**config.mk**
```make
export PLATFORM = sky130hd
export DESIGN_NAME = preg_free_list
export DESIGN_NICKNAME = d
export VERILOG_FILES = /design/src/rtl/preg_free_list_pkg.sv /design/src/rtl/preg_free_list_fifo.sv /design/src/rtl/preg_free_list.sv
export SDC_FILE = /design/constraint.sdc
export NUM_CORES = 1
export LEC_CHECK = 0
export CORE_UTILIZATION = 60
export DETAILED_ROUTE_END_ITERATION = 8
export PLACE_DENSITY = 0.83
export SLEW_MARGIN = 25
export SYNTH_ARGS = -nofsm -noshare
export SYNTH_HDL_FRONTEND = slang
export SYNTH_SLANG_ARGS = --single-unit
```
**constraint.sdc**
```tcl
create_clock -name clk -period 7.4 [get_ports clk]
set_input_delay 1.11 -clock clk [delete_from_list [all_inputs] [get_ports clk]]
set_output_delay 1.11 -clock clk [all_outputs]
set_load 0.05 [all_outputs]
```
**src/rtl/preg_free_list_pkg.sv**
```systemverilog
// Shared types and sizing for the physical-register free list.
// Rename and retire import preg_t from here.
package preg_free_list_pkg;
  localparam int NUM_PREGS = 64;
  localparam int NUM_AREGS = 32;
  localparam int PREG_W    = $clog2(NUM_PREGS);
  localparam int FL_DEPTH  = NUM_PREGS - NUM_AREGS;
  localparam int PTR_W     = $clog2(FL_DEPTH);
  localparam int CNT_W     = PREG_W + 1;

  typedef logic [PREG_W-1:0] preg_t;
  typedef logic [CNT_W-1:0]  cnt_t;
endpackage

```
**src/rtl/preg_free_list_fifo.sv**
```systemverilog
// Circular buffer of free preg indices; reset preloads the pregs above the
// architectural set so the pool starts full.
module preg_fifo
  import preg_free_list_pkg::*;
(
  input  logic  clk,
  input  logic  reset,
  input  logic  push,
  input  preg_t push_data,
  input  logic  pop,
  output preg_t head_data,
  output cnt_t  count
);

  preg_t             mem [FL_DEPTH];
  logic [PTR_W-1:0]  head;
  logic [PTR_W-1:0]  tail;

  always_ff @(posedge clk) begin
    if (reset) begin
      for (int i = 0; i < FL_DEPTH; i++) mem[i] <= preg_t'(NUM_AREGS + i);
      head  <= '0;
      tail  <= '0;
      count <= cnt_t'(FL_DEPTH);
    end else begin
      if (push) begin
        mem[tail] <= push_data;
        tail      <= tail + 1'b1;
      end
      if (pop) head <= head + 1'b1;
      count <= count + cnt_t'(push) - cnt_t'(pop);
    end
  end

  assign head_data = mem[head];

endmodule

```
**src/rtl/preg_free_list.sv**
```systemverilog
// Physical register allocator: one grant per cycle to rename, one return per
// cycle from retire. Owns the preg busy vector and rejects illegal frees.
module preg_free_list
  import preg_free_list_pkg::*;
(
  input  logic  clk,
  input  logic  reset,
  input  logic  alloc_req,
  output logic  alloc_valid,
  output preg_t alloc_preg,
  input  logic  free_valid,
  input  preg_t free_preg,
  output cnt_t  free_count,
  output logic  empty,
  output logic  full,
  output logic  err_free
);

  logic [NUM_PREGS-1:0] busy;
  cnt_t                 count;
  logic                 fifo_empty;
  logic                 fifo_full;
  logic                 legal_free;
  logic                 err_q;

  assign fifo_empty  = (count == '0);
  assign fifo_full   = (count == cnt_t'(FL_DEPTH));
  assign alloc_valid = alloc_req & ~fifo_empty & ~reset;

  // A free into a full pool is only room-safe when the same edge pops one.
  assign legal_free = free_valid & ~reset & busy[free_preg] &
                      (free_preg != '0) & (~fifo_full | alloc_valid);

  preg_fifo u_fifo (
    .clk       (clk),
    .reset     (reset),
    .push      (legal_free),
    .push_data (free_preg),
    .pop       (alloc_valid),
    .head_data (alloc_preg),
    .count     (count)
  );

  // Granted and freed pregs can never collide: one is free, the other busy.
  always_ff @(posedge clk) begin
    if (reset) begin
      busy  <= {{FL_DEPTH{1'b0}}, {NUM_AREGS{1'b1}}};
      err_q <= 1'b0;
    end else begin
      if (alloc_valid) busy[alloc_preg] <= 1'b1;
      if (legal_free)  busy[free_preg]  <= 1'b0;
      err_q <= free_valid & ~legal_free;
    end
  end

  assign free_count = reset ? cnt_t'(FL_DEPTH) : count;
  assign empty      = ~reset & fifo_empty;
  assign full       = reset | fifo_full;
  assign err_free   = ~reset & err_q;

endmodule

```
After elaboration in Yosys (flattened, before gate mapping)
Memories as Yosys holds them, arrays and structs flattened. A register that Yosys moved wholly into a read port is not among the register bits.
Cells that the tools add are included.
Widths: inputs -> output; s select.

word-level totals
  RAM bits = 192
  memories = 1
  flip-flop bits (word level) = 82
  input bits = 10

cells by class
  equal/unequal tests = 1
  $add $sub $neg = 4
  reduce and logical (&&, ||, !) cells = 5
  bitwise operators = 18
  mux-type cells = 20
  order comparisons = 4

memories
  memory      words  bits a word  rd ports  clocked after Yosys merged registers in  wr ports  line                       text
  u_fifo.mem  32     6            1         1                                        32        preg_free_list_fifo.sv:15  preg_t mem [FL_DEPTH];

operators with widths
  cell                 number
  $mux 64              3
  $and 64x64->64       1
  $not 64->64          1
  $or 64x64->64        1
  $mux 5               3
  $lt 6x7->1 const B   2
  $demux 1 s6          2
  $ge 6x1->1 const B   2
  $add 5x1->5 const B  2
  $and 1x1->1          9
  $mux 1               9
  $add 7x1->7          1
  $eq 7x6->1 const B   1
  $logic_not 7->1      1
  $mux 7               1
  $sub 7x1->7          1
  $bmux 1 s6           1
  $mux 6               1
  $reduce_bool 6->1    1
  $reduce_or 6->1      1
  $not 1->1            4
  $logic_and 1x1->1    2
  $or 1x1->1           2

Longest topological paths before layout
Gate-level depths: netlist of the first run.

  depth in word-level cells = 11
  mapped depth = 22
  mapped depth without buffers = 17

Hierarchy
A second synthesis of the first run with hierarchy kept.

unflattened totals
  cell total of the unflattened synthesis = 1,236
  area total of the unflattened synthesis = 13,964.6 um^2

by module, submodules not included
  module          cells an instance  times used  seq. area each (um^2)  area an instance (um^2)
  preg_fifo       786                1           6,206.0                10,080.9
  preg_free_list  450                1           1,301.2                3,883.7

Worst setup path after synthesis of the first run
No wires, ideal clock.

  path kind = input-to-reg
  start = input port free_preg[1]
  end = register u_fifo.count[6]
  slack = 2,872 ps
  stages on the path = 21
  required time = 7,329 ps
  data arrival time = 4,457 ps
  cells stage by stage = buf_4 -> buf_2 -> mux2i_1 -> o221ai_1 -> o311ai_1 -> a41oi_1 -> o41ai_4 -> buf_6 -> buf_6 -> buf_6 -> inv_2 -> ha_1 -> inv_1 -> fa_1 -> inv_1 -> a21oi_1 -> nor2_1 -> o21ai_0 -> a21oi_1 -> or3_1 -> a21oi_1

on the way
  longest elaborated chain between the ends = 7
  elaborated cells between the ends (all ways) = 8
  those cells by class = 2 x add/sub; 2 x mux; 3 x bitwise; 1 x reduce/logical

ends and longest elaborated chain
  element                       line                       text
  from (decl)                   preg_free_list.sv:12       input preg_t free_preg,
  $bmux 1 s6                    preg_free_list.sv:31       assign legal_free = free_valid & ~reset & busy[free_preg] &
  $mux 1 (not written as such)  preg_free_list.sv:31
  $and 1x1->1                   preg_free_list.sv:31
  $and 1x1->1 *                 preg_free_list.sv:31
  $and 1x1->1 *                 preg_free_list.sv:32       (free_preg != '0) & (~fifo_full | alloc_valid);
  $add 7x1->7 *                 preg_free_list_fifo.sv:31  count <= count + cnt_t'(push) - cnt_t'(pop);
  $sub 7x1->7 *                 preg_free_list_fifo.sv:31
  to (signal assigned)          preg_free_list_fifo.sv:24  count <= cnt_t'(FL_DEPTH);
  to (signal assigned)          preg_free_list_fifo.sv:31
  to (decl)                     preg_free_list_fifo.sv:12  output cnt_t count

Every way passes the cells marked *; elsewhere a longest branch is shown, timed or not. The select of a mux whose other input is x is not followed.
A chain may end at the register's enable or synchronous reset.

Worst setup path in the final report of the first run
  start = input port free_preg[0]
  end = register u_fifo.count[6]

Same word-level chain as after synthesis.

==> impl_results.md, run 1 <==
* Clock root buffer: clkbuf_16
* CORE AREA at 21300 sq um
* Fin. max-slew vios at 0
* Critical path peak fanout at 52
* CTS resizes at 0
* Area post-placement at 13400 sq um
* R2R cell count at 18
* Tightest Pin Transition at 1090 ps
* Hold Startpoint: busy[11]$_SDFF_PP1_
* Peak VDD IR at 218 uV
* Yosys top cell area share at 43.7%
* Drt initial violations at 1195
* Die Span X at 150 microns
* Post-Route Setup TNS at 0 ps
* Drt pass-1 iters at 5
* Area delta synth->final at 9.26%
* TritonCTS Buffers at 28
* GP Congestion at 0.965
* FF+latch count, synth at 279
* Fmax at 186 MHz
* Final critical-path required period at 5380 ps
* RSZ-0062 raised after global routing: no
* Slew Limit Headroom at 26.8%
* Clk_lat worst skew at 560 ps
* Hold EP: busy[11]$_SDFF_PP1_
* Top cell by count, worst path: a21oi_1
* Most common cell in the synthesized netlist: edfxtp_1
* Worst Skew at 22.3 ps
* Initial antenna violation count at 0
* Crit path DAT at 5850 ps
* Main synth FF type: edfxtp_1
* Largest net degree at the start of global routing at 71
* # rows at 53
* Mapped Cells at 1123
* Initial Util at 61.9%
* Post-Syn Area at 13200 sq um
* Maxcap violations at 0
* P per Cell Area at 262 nW/um^2
* CP required at 7870 ps
* Gr usage total at 32.4%
* Die height at 150 microns
* HPWL after DPL at 23000 microns
* FF-to-FF Start: u_fifo.count[2]$_SDFF_PP0_
* Power Total at 3.78 mW
* DRT antenna net count at 0
* Synth area leaders: edfxtp_1, dfxtp_1, mux4_2
* Post-synth EDFFs at 192
* Final setup viols at 0
* Distinct cells, synth at 73
* Via density at 6.74
* Clk sinks at 279
* Synth top cells by count: edfxtp_1, nand2_1, nor2_1, dfxtp_1, a21oi_1
* Syn Nets at 1149
* Routed WL per cell at 25.1 microns
* Port Buf Inserts at 26
* Yosys top cell by area: edfxtp_1
* Vias in the first global route at 9299
* CTS H-tree lvls at 1
* CTS tree: yes
* # nets final at 1128
* Hold Path Class: reg2reg
* Leakage at 4.22 nW
* Critical path launch point type: primary input
* CP max stage cell: clkdlybuf4s50_1
* Final Cycle Share at 72.7%
* Worst reg2reg endpoint: u_fifo.count[6]$_SDFF_PP0_
* Avg Inst Size Synth at 11.7 sq um
* Hold Buf Count CTS at 0
* Worst R2R Setup Slack at 3260 ps
* Post-synthesis sequential area ratio at 56.9%
* Final Util at 67.7%
* Max stage delay on crit path at 1020 ps
* Residual DRC at 0
* Critical Path End Type: flip-flop
* Io pins at 27
* Antenna diodes at 0
* Yosys warns at 0
* Share of cells above drive strength 1 at 14.8%
* Area of the die at 22600 sq um
* Fin area at 14400 sq um
* Clock slew at reported path FFs at 60 ps
* Hold Path Cell Cnt at 2
* Async SR Flop Fraction at 0%
* Critical Path, Cell by Cell: clkdlybuf4s50_1, buf_4, nand2b_1, nor2_1, o311ai_1, a21oi_2, o41ai_4, buf_4, inv_2, ha_1, inv_1, fa_1, inv_1, a21oi_1, nor2_1, o21ai_0, a21oi_1, or3_1, a21oi_1
* Status: completed
* Critical path class: in2reg
* Overflow after GRT at 0
* Via count at 9427
* First-pass GRT wire length at 54200 microns
* Final hold violation count at 0
* CTS max path bufs at 3
* Final Routed Wirelength at 35200 microns
* Post-CTS Setup Bufs at 0
## metal layers
| metal | routed length [microns] | vias up | GRT usage (%) |
|---|---|---|---|
| met3 | 3800 | 134 | 6.15 |
| met4 | 1580 | 0 | 13.8 |
| met1 | 12900 | 4550 | 42.5 |
| met2 | 16900 | 622 | 53.0 |
| met5 | 0 | - | 0 |
| li1 | - | 4121 | - |
## cells in the final DEF, fill, tap and decap left out, drive strengths merged, types with 6 or more instances in the layout
master / instances
nor3: 13
clkinv: 8
nor2: 123
buf: 12
nand2: 157
mux2: 6
or3b: 6
xor2: 6
nand2b: 15
dfxtp: 87
nor4: 15
or3: 12
mux4: 50
clkdlybuf4s50: 24
ha: 15
mux2i: 13
a21oi: 78
a211oi: 32
o22ai: 22
nand3: 9
nand3b: 9
clkbuf: 43
nor2b: 28
o21ai: 23
a22oi: 33
o31ai: 16
inv: 26
edfxtp: 192
## power by group
group	switching (mW)	internal [mW]
combinational	0.405	0.220
sequential	0.0540	1.71
clock	0.594	0.794
total	1.05	2.72
## critical path, delay by kind of cell
kind                       cells  cell delay, ps
adders and majority gates      2             430
buffers and inverters          6            2220
and+or+nand+nor                4             680
AOI/OAI and AO/OA              7            1350
## metrics by stage
step	setup slack, ps	hold slack [ps]	cells
5_1_grt	1680	526	1399
3_5_place_dp	1630	482	1347
2_1_floorplan	2870	409	1123
3_3_place_gp	1740	447	1347
6_report	2020	500	1399
4_1_cts	2170	495	1399
## layout make-up
class	instances	area, sq um
timing repair buffer	36	325
clock inverter	9	82.6
multi-input combinational	730	5230
tap	275	344
sequential	279	7510
inverter	27	101
clock buffer	43	817
fill	1473	6880
## flip-flops by register name (all words and copies together), names as in the netlist, named ones only
register      flops
u_fifo.head       5
u_fifo.tail       5
u_fifo.count      7
err_q             1
u_fifo.mem      192
busy             64
## worst max-delay path by stage
stage,start,to
after floorplan,free_preg[1],u_fifo.count[6]$_SDFF_PP0_
after global placement,free_preg[1],u_fifo.count[6]$_SDFF_PP0_
after detailed placement,free_preg[0],u_fifo.count[6]$_SDFF_PP0_
after CTS,free_preg[0],u_fifo.count[6]$_SDFF_PP0_
after global routing,free_preg[0],u_fifo.count[6]$_SDFF_PP0_
final,free_preg[0],u_fifo.count[6]$_SDFF_PP0_
## kinds of logic (layout without fill, tap and decap cells)
logic type,Yosys count,count (layout),share of synthesized area (%)
buffers and inverters,114,115,4.24
muxes,69,69,10.0
AOI/OAI and AO/OA,230,230,11.3
DFF,279,279,56.9
adders and majority gates,16,16,1.58
and+or+nand+nor,406,406,15.3
xor gates and xnor gates,9,9,0.598
Note: power is estimated with default switching activity, not from simulation.
==> run 2, diff against run 1 <==
==> constraint.sdc (replaced) <==
create_clock -name clk -period 5.1 [get_ports clk]
set_input_delay 0.765 -clock clk [delete_from_list [all_inputs] [get_ports clk]]
set_output_delay 0.765 -clock clk [all_outputs]
set_load 0.05 [all_outputs]
==> run 2 against run 1 <==
  * Sequential power up 44%
  * Combinational power up 52%
  * First-iteration DRC count rose by 1.7%
  * Final cell count grew 1.9%
  * Core utilization rose by 0.62 points
==> impl_results.md, run 2 (synthesis gave the netlist of run 1 again) <==
* Status: completed
* Maxcap violations at 0 (unchanged)
* Die Span X at 150 microns (unchanged)
* Final Cycle Share at 87.1%
* FF-to-FF Start: u_fifo.count[2]$_SDFF_PP0_
* Final setup viols at 0 (unchanged)
* CTS resizes at 0 (unchanged)
* # nets final at 1155 (+2.4%)
* Worst Skew at 18.5 ps (-3.81 ps)
* Crit path DAT at 3680 ps (-2170 ps)
* Internal Power at 3.91 mW (+44%)
* Routed WL per cell at 25.0 microns (-0.43%)
* Register name with the most flops: u_fifo.mem
* FF/Latch Area at 7510 sq um (unchanged)
* Post-CTS Setup Bufs at 0 (unchanged)
* Clk_lat worst skew at 550 ps (about the same)
* Initial antenna violation count at 0 (unchanged)
* CTS H-tree lvls at 1 (unchanged)
* CP required at 4340 ps (-3530 ps)
* Gr usage total at 32.7% (+0.24 points)
* Final critical-path required period at 4440 ps
* Clk sinks at 279 (unchanged)
* Via count at 9643 (+2.3%)
* Io pins at 27 (unchanged)
* Worst path depth at 5 (-14)
* Critical Path End Type: output pin
* Clock slew at reported path FFs at 60 ps (about the same)
* Area of the die at 22600 sq um (unchanged)
* Die height at 150 microns (unchanged)
* Leakage at 4.32 nW (+2.2%)
* Critical Path, Cell by Cell: buf_4, mux4_2, o22ai_1, nor4_2, clkdlybuf4s50_1
* Share of cells above drive strength 1 at 16.1% (+1.3 points)
* Clock root buffer: clkbuf_16
* Via density at 6.76 (+0.35%)
* Power share of the combinational group at 17.4% (+0.9 points)
* Max stage delay on crit path at 940 ps (-80 ps)
* Crit path setup slack, layout at 657 ps (-1360 ps)
* P per Cell Area at 374 nW/um^2 (+43%)
* Antenna diodes at 0 (unchanged)
* Setup WS pre-CTS at 381 ps (-1250 ps)
* Slew Limit Headroom at 25.6% (-1.2 points)
* Tightest Pin Transition at 1110 ps (+19.7 ps)
* Residual DRC at 0 (unchanged)
* CTS max path bufs at 3 (unchanged)
* Critical path class: reg2out
* Cells after DPL at 1374 (+2.0%)
* Clock power frac at 35.9% (-0.9 points)
* Overflow after GRT at 0 (unchanged)
* Final Util at 68.3% (+0.62 points)
* Sequential Power Share at 46.7% (about the same)
* Initial Util at 61.9% (unchanged)
* # rows at 53 (unchanged)
* NetSw at 1.52 mW (+45%)
* Peak VDD IR at 303 uV (+39%)
* Vias in the first global route at 9399 (+1.1%)
* Hold EP: busy[0]$_SDFF_PP1_
* Most frequent cells in the layout: edfxtp_1, nand2_1, nor2_1, dfxtp_1, a21oi_1
* TritonCTS Buffers at 28 (unchanged)
* Max reg flops at 192 (unchanged)
* Fin. max-slew vios at 0 (unchanged)
* Worst path bufs/invs at 2 (-4)
* GP Congestion at 0.917 (-5.0%)
* Worst R2R Setup Slack at 1470 ps (-1790 ps)
* Worst reg2reg endpoint: u_fifo.mem[5][5]$_SDFFCE_PN1P_
* Hold Buf Count CTS at 0 (unchanged)
* Switch share at 28.1% (+0.17 points)
* DRT antenna net count at 0 (unchanged)
* Multi-input logic area at 5170 sq um (-1.0%)
* Final cell count without fillers at 1426 (+1.9%)
* Drt initial violations at 1215 (+1.7%)
* Largest net degree at the start of global routing at 71 (unchanged)
* Commonest non-fill, non-tap cell in the layout: edfxtp_1
* CP max stage cell: clkdlybuf4s50_1
* Top Registers: u_fifo.mem x192, busy x64, u_fifo.count x7
* Hold Startpoint: busy[0]$_SDFF_PP1_
* Fmax at 225 MHz
* R2R cell count at 9 (-9)
* Drt pass-1 iters at 5 (unchanged)
* Post-Route Setup TNS at 0 ps (unchanged)
* Final Routed Wirelength at 35700 microns (+1.5%)
* Port Buf Inserts at 26 (unchanged)
* Power Total at 5.43 mW (+44%)
* Filler cells at 1537 (+4.3%)
* Critical path peak fanout at 19 (-63%)
* CP top delay family: buffers and inverters
* Hold Path Class: reg2reg
* Critical path launch point type: flip-flop
* Final hold violation count at 0 (unchanged)
* CTS tree: yes
* Hold Path Cell Cnt at 1 (-1)
* CORE AREA at 21300 sq um (unchanged)
* First-pass GRT wire length at 54100 microns (-0.13%)
* HPWL after DPL at 24100 microns (+4.5%)
* RSZ-0062 raised after global routing: no
* Area delta synth->final at 10.3%
run 2: worst max-delay path by stage:
stage,endpoint,slack [ps]
final,alloc_preg[2],660
after global routing,alloc_preg[2],550
after CTS,alloc_preg[1],720
after detailed placement,u_fifo.count[6]$_SDFF_PP0_,380
after global placement,u_fifo.count[6]$_SDFF_PP0_,460
after floorplan,u_fifo.count[6]$_SDFF_PP0_,920
run 2: power by group through the flow:
| stage | Combinational [mW] | Clock [mW] | Sequential, mW |
|---|---|---|---|
| 2_1_floorplan | 0.687 | 0 | 2.55 |
| 3_3_place_gp | 0.906 | 0 | 2.58 |
| 3_5_place_dp | 0.922 | 0 | 2.59 |
| 4_1_cts | 0.930 | 1.96 | 2.54 |
| 5_1_grt | 1.01 | 2.05 | 2.55 |
| 6_report | 0.948 | 1.95 | 2.54 |
run 2: through the flow:
step                      area [sq um]  hold slack [ps]
after global placement           13600              432
after global routing             14500              492
after floorplan                  13200              409
after CTS                        14500              456
after detailed placement         13600              441
final                            14500              454
run 2: final cells by class:
type | count | share of cell area (%)
Sequential cell | 279 | 51.7
Multi-Input combinational cell | 730 | 35.6
Clock buffer | 37 | 5.47
Clock inverter | 15 | 0.516
Timing Repair Buffer | 63 | 3.72
Inverter | 27 | 0.697
Tap cell | 275 | 2.37
run 2: layer usage:
layer / wire [microns] / GRT usage, % / up-vias
li1: - / - / 4183
met1: 12700 / 41.4 / 4631
met2: 16900 / 53.8 / 689
met3: 4090 / 5.39 / 140
met4: 1980 / 17.8 / 0
met5: 0 / 0 / -
==> run 3, diff against run 2 <==
--- a/config.mk
+++ b/config.mk
@@ -5,9 +5,9 @@
 export SDC_FILE = /design/constraint.sdc
 export NUM_CORES = 1
 export LEC_CHECK = 0
-export CORE_UTILIZATION = 60
+export CORE_UTILIZATION = 30
 export DETAILED_ROUTE_END_ITERATION = 8
-export PLACE_DENSITY = 0.83
+export PLACE_DENSITY = 0.5
 export SLEW_MARGIN = 25
 export SYNTH_ARGS = -nofsm -noshare
 export SYNTH_HDL_FRONTEND = slang
==> run 3 against run 2 <==
  * Hold slack gained 15 ps
  * Clock-buffer cell count grew 8
  * Clock power grew 12%
==> impl_results.md, run 3 (synthesis gave the netlist of run 1 again) <==
* Clock root buffer: clkbuf_16
* Leakage at 4.38 nW (+1.3%)
* Sequential Power Share at 44.7% (-2.0 points)
* Register name with the most flops: u_fifo.mem
* Final critical-path required period at 4660 ps (+220 ps)
* Tightest Pin Transition at 1050 ps (-61.8 ps)
* Vias in the first global route at 9263 (-1.4%)
* CP max stage cell: clkdlybuf4s50_1
* Area of the die at 44800 sq um (+98%)
* Filler cells at 4315 (+180%)
* # nets final at 1154 (-0.087%)
* Via density at 5.30 (-22%)
* DRT antenna net count at 0 (unchanged)
* Peak VDD IR at 225 uV (-26%)
* GRT met3 Usage at 2.92% (-2.5 points)
* # rows at 76 (+43%)
* Critical path peak fanout at 17 (-2)
* CTS resizes at 0 (unchanged)
* Antenna diodes at 0 (unchanged)
* Overflow after GRT at 0 (unchanged)
* Switch share at 28.4% (+0.35 points)
* Clock power frac at 38.4% (+2.5 points)
* Worst path bufs/invs at 1 (-1)
* Hold Buf Count CTS at 0 (unchanged)
* Drt initial violations at 861 (-29%)
* Clock slew at reported path FFs at 60 ps (about the same)
* Critical path launch point type: flip-flop
* Slew Limit Headroom at 29.3% (+3.7 points)
* Via count at 9187 (-4.7%)
* Crit path setup slack, layout at 436 ps (-220 ps)
* Critical Path, Cell by Cell: nand3b_1, o22ai_1, nor4_2, clkdlybuf4s50_1
* Initial Util at 30.5% (-31 points)
* CTS tree: yes
* Met1 Use GR at 24.0% (-17 points)
* Worst Skew at 9.55 ps (-8.96 ps)
* Post-Route Setup TNS at 0 ps (unchanged)
* GP Congestion at 0.880 (-4.1%)
* GR peak layer: met2
* TritonCTS Buffers at 31 (+11%)
* Max stage delay on crit path at 990 ps (+50 ps)
* Residual DRC at 0 (unchanged)
* P per Cell Area at 377 nW/um^2 (+0.91%)
* Routed WL per cell at 22.8 microns (-9.1%)
* NetSw at 1.61 mW (+5.8%)
* Final Util at 34.9% (-33 points)
* Initial antenna violation count at 0 (unchanged)
* RSZ-0062 raised after global routing: no
* Die height at 212 microns (+41%)
* CTS max path bufs at 3 (unchanged)
* Hold Path Class: reg2reg
* Final Routed Wirelength at 39400 microns (+10%)
* Share of cells above drive strength 1 at 16.3% (+0.23 points)
* Max reg flops at 192 (unchanged)
* Clk_lat worst skew at 590 ps (+40 ps)
* Commonest non-fill, non-tap cell in the layout: edfxtp_1
* Power Total at 5.68 mW (+4.5%)
* Met2 Usage GRT at 29.5% (-24 points)
* Status: completed
* Maxcap violations at 0 (unchanged)
* Area delta synth->final at 14.1%
* Final hold violation count at 0 (unchanged)
* Gr usage total at 17.9% (-15 points)
* Area post-placement at 14100 sq um (+3.2%)
* Crit path DAT at 3900 ps (+220 ps)
* Most frequent cells in the layout: edfxtp_1, nand2_1, nor2_1, dfxtp_1, a21oi_1
* Die Span X at 212 microns (+41%)
* Clk sinks at 279 (unchanged)
* HPWL after DPL at 26700 microns (+11%)
* CP required at 4340 ps (about the same)
* Final setup viols at 0 (unchanged)
* CP top delay family: simple AND/OR/NAND/NOR gates
* Io pins at 27 (unchanged)
* Fin. max-slew vios at 0 (unchanged)
* Critical path class: reg2out
* Power share of the combinational group at 16.9% (-0.5 points)
* Critical Path End Type: output pin
* Top Registers: u_fifo.mem x192, busy x64, u_fifo.count x7
* Fin area at 15100 sq um (+3.5%)
* Internal Power at 4.06 mW (+4.0%)
* Port Buf Inserts at 26 (unchanged)
* CTS H-tree lvls at 1 (unchanged)
* Drt pass-1 iters at 5 (unchanged)
* First-pass GRT wire length at 59500 microns (+9.9%)
* Post-CTS Setup Bufs at 0 (unchanged)
* Fmax at 214 MHz (-4.7%)
* Largest net degree at the start of global routing at 71 (unchanged)
* Setup WS pre-CTS at 594 ps (+213 ps)
* CORE AREA at 43200 sq um (+100%)
* Final Cycle Share at 91.4% (+4.3 points)
## run 3: cell count changes in the layout (fill, tap and decap cells not counted), sizes merged
cell      change
buf           -4
clkbuf        +8
clkinv        -7
bufinv        +1
clkinvlp      -2
## run 3: worst register-to-register path: stages, from the launching register on
cell	delay, ps
dfxtp_1	320
inv_1	110
ha_1	160
nor4b_1	690
a21bo_2	350
nor2_1	140
ha_1	340
inv_1	40
ha_1	180
inv_1	70
fa_1	190
inv_1	50
a21oi_1	150
nor2_1	60
o21ai_0	180
a21oi_1	100
or3_1	350
a21oi_1	140
## run 3: power by group through the flow
stage	Sequential (mW)	Combinational (mW)	Clock [mW]
after floorplan	2.55	0.687	0
after global placement	2.59	0.958	0
after detailed placement	2.59	0.958	0
after CTS	2.54	0.963	2.22
after global routing	2.55	1.04	2.29
final	2.54	0.960	2.18
## run 3: cell type report
cell class	count	area [sq um]	share of cell area, %
flip-flops and latches	279	7510	49.9
well taps	585	732	4.86
repair buffers	59	548	3.64
clock buffers	45	890	5.91
inverters	27	101	0.673
multi-input cells	730	5190	34.5
clock inverters	7	77.6	0.515
## run 3: routing by layer
metal,share of wire [%],up-vias
met5,0,-
met1,44,4598
met2,47,339
met4,3.2,0
met3,6.1,74
li1,-,4176
## run 3: path summary, 6_finish.rpt
check	cells past startpoint	startpoint	slack, ps	endpoint
max	4	flip-flop	440	alloc_preg[4]
max reg2reg	17	u_fifo.count[2]$_SDFF_PP0_	1420	u_fifo.count[6]$_SDFF_PP0_
min	1	busy[0]$_SDFF_PP1_	470	busy[0]$_SDFF_PP1_
min reg2reg	1	busy[0]$_SDFF_PP1_	470	busy[0]$_SDFF_PP1_
## run 3: through the flow
step / hold slack, ps / std cells
6_report: 469 / 1732
5_1_grt: 478 / 1732
4_1_cts: 463 / 1732
3_5_place_dp: 448 / 1680
3_3_place_gp: 452 / 1680
2_1_floorplan: 409 / 1123
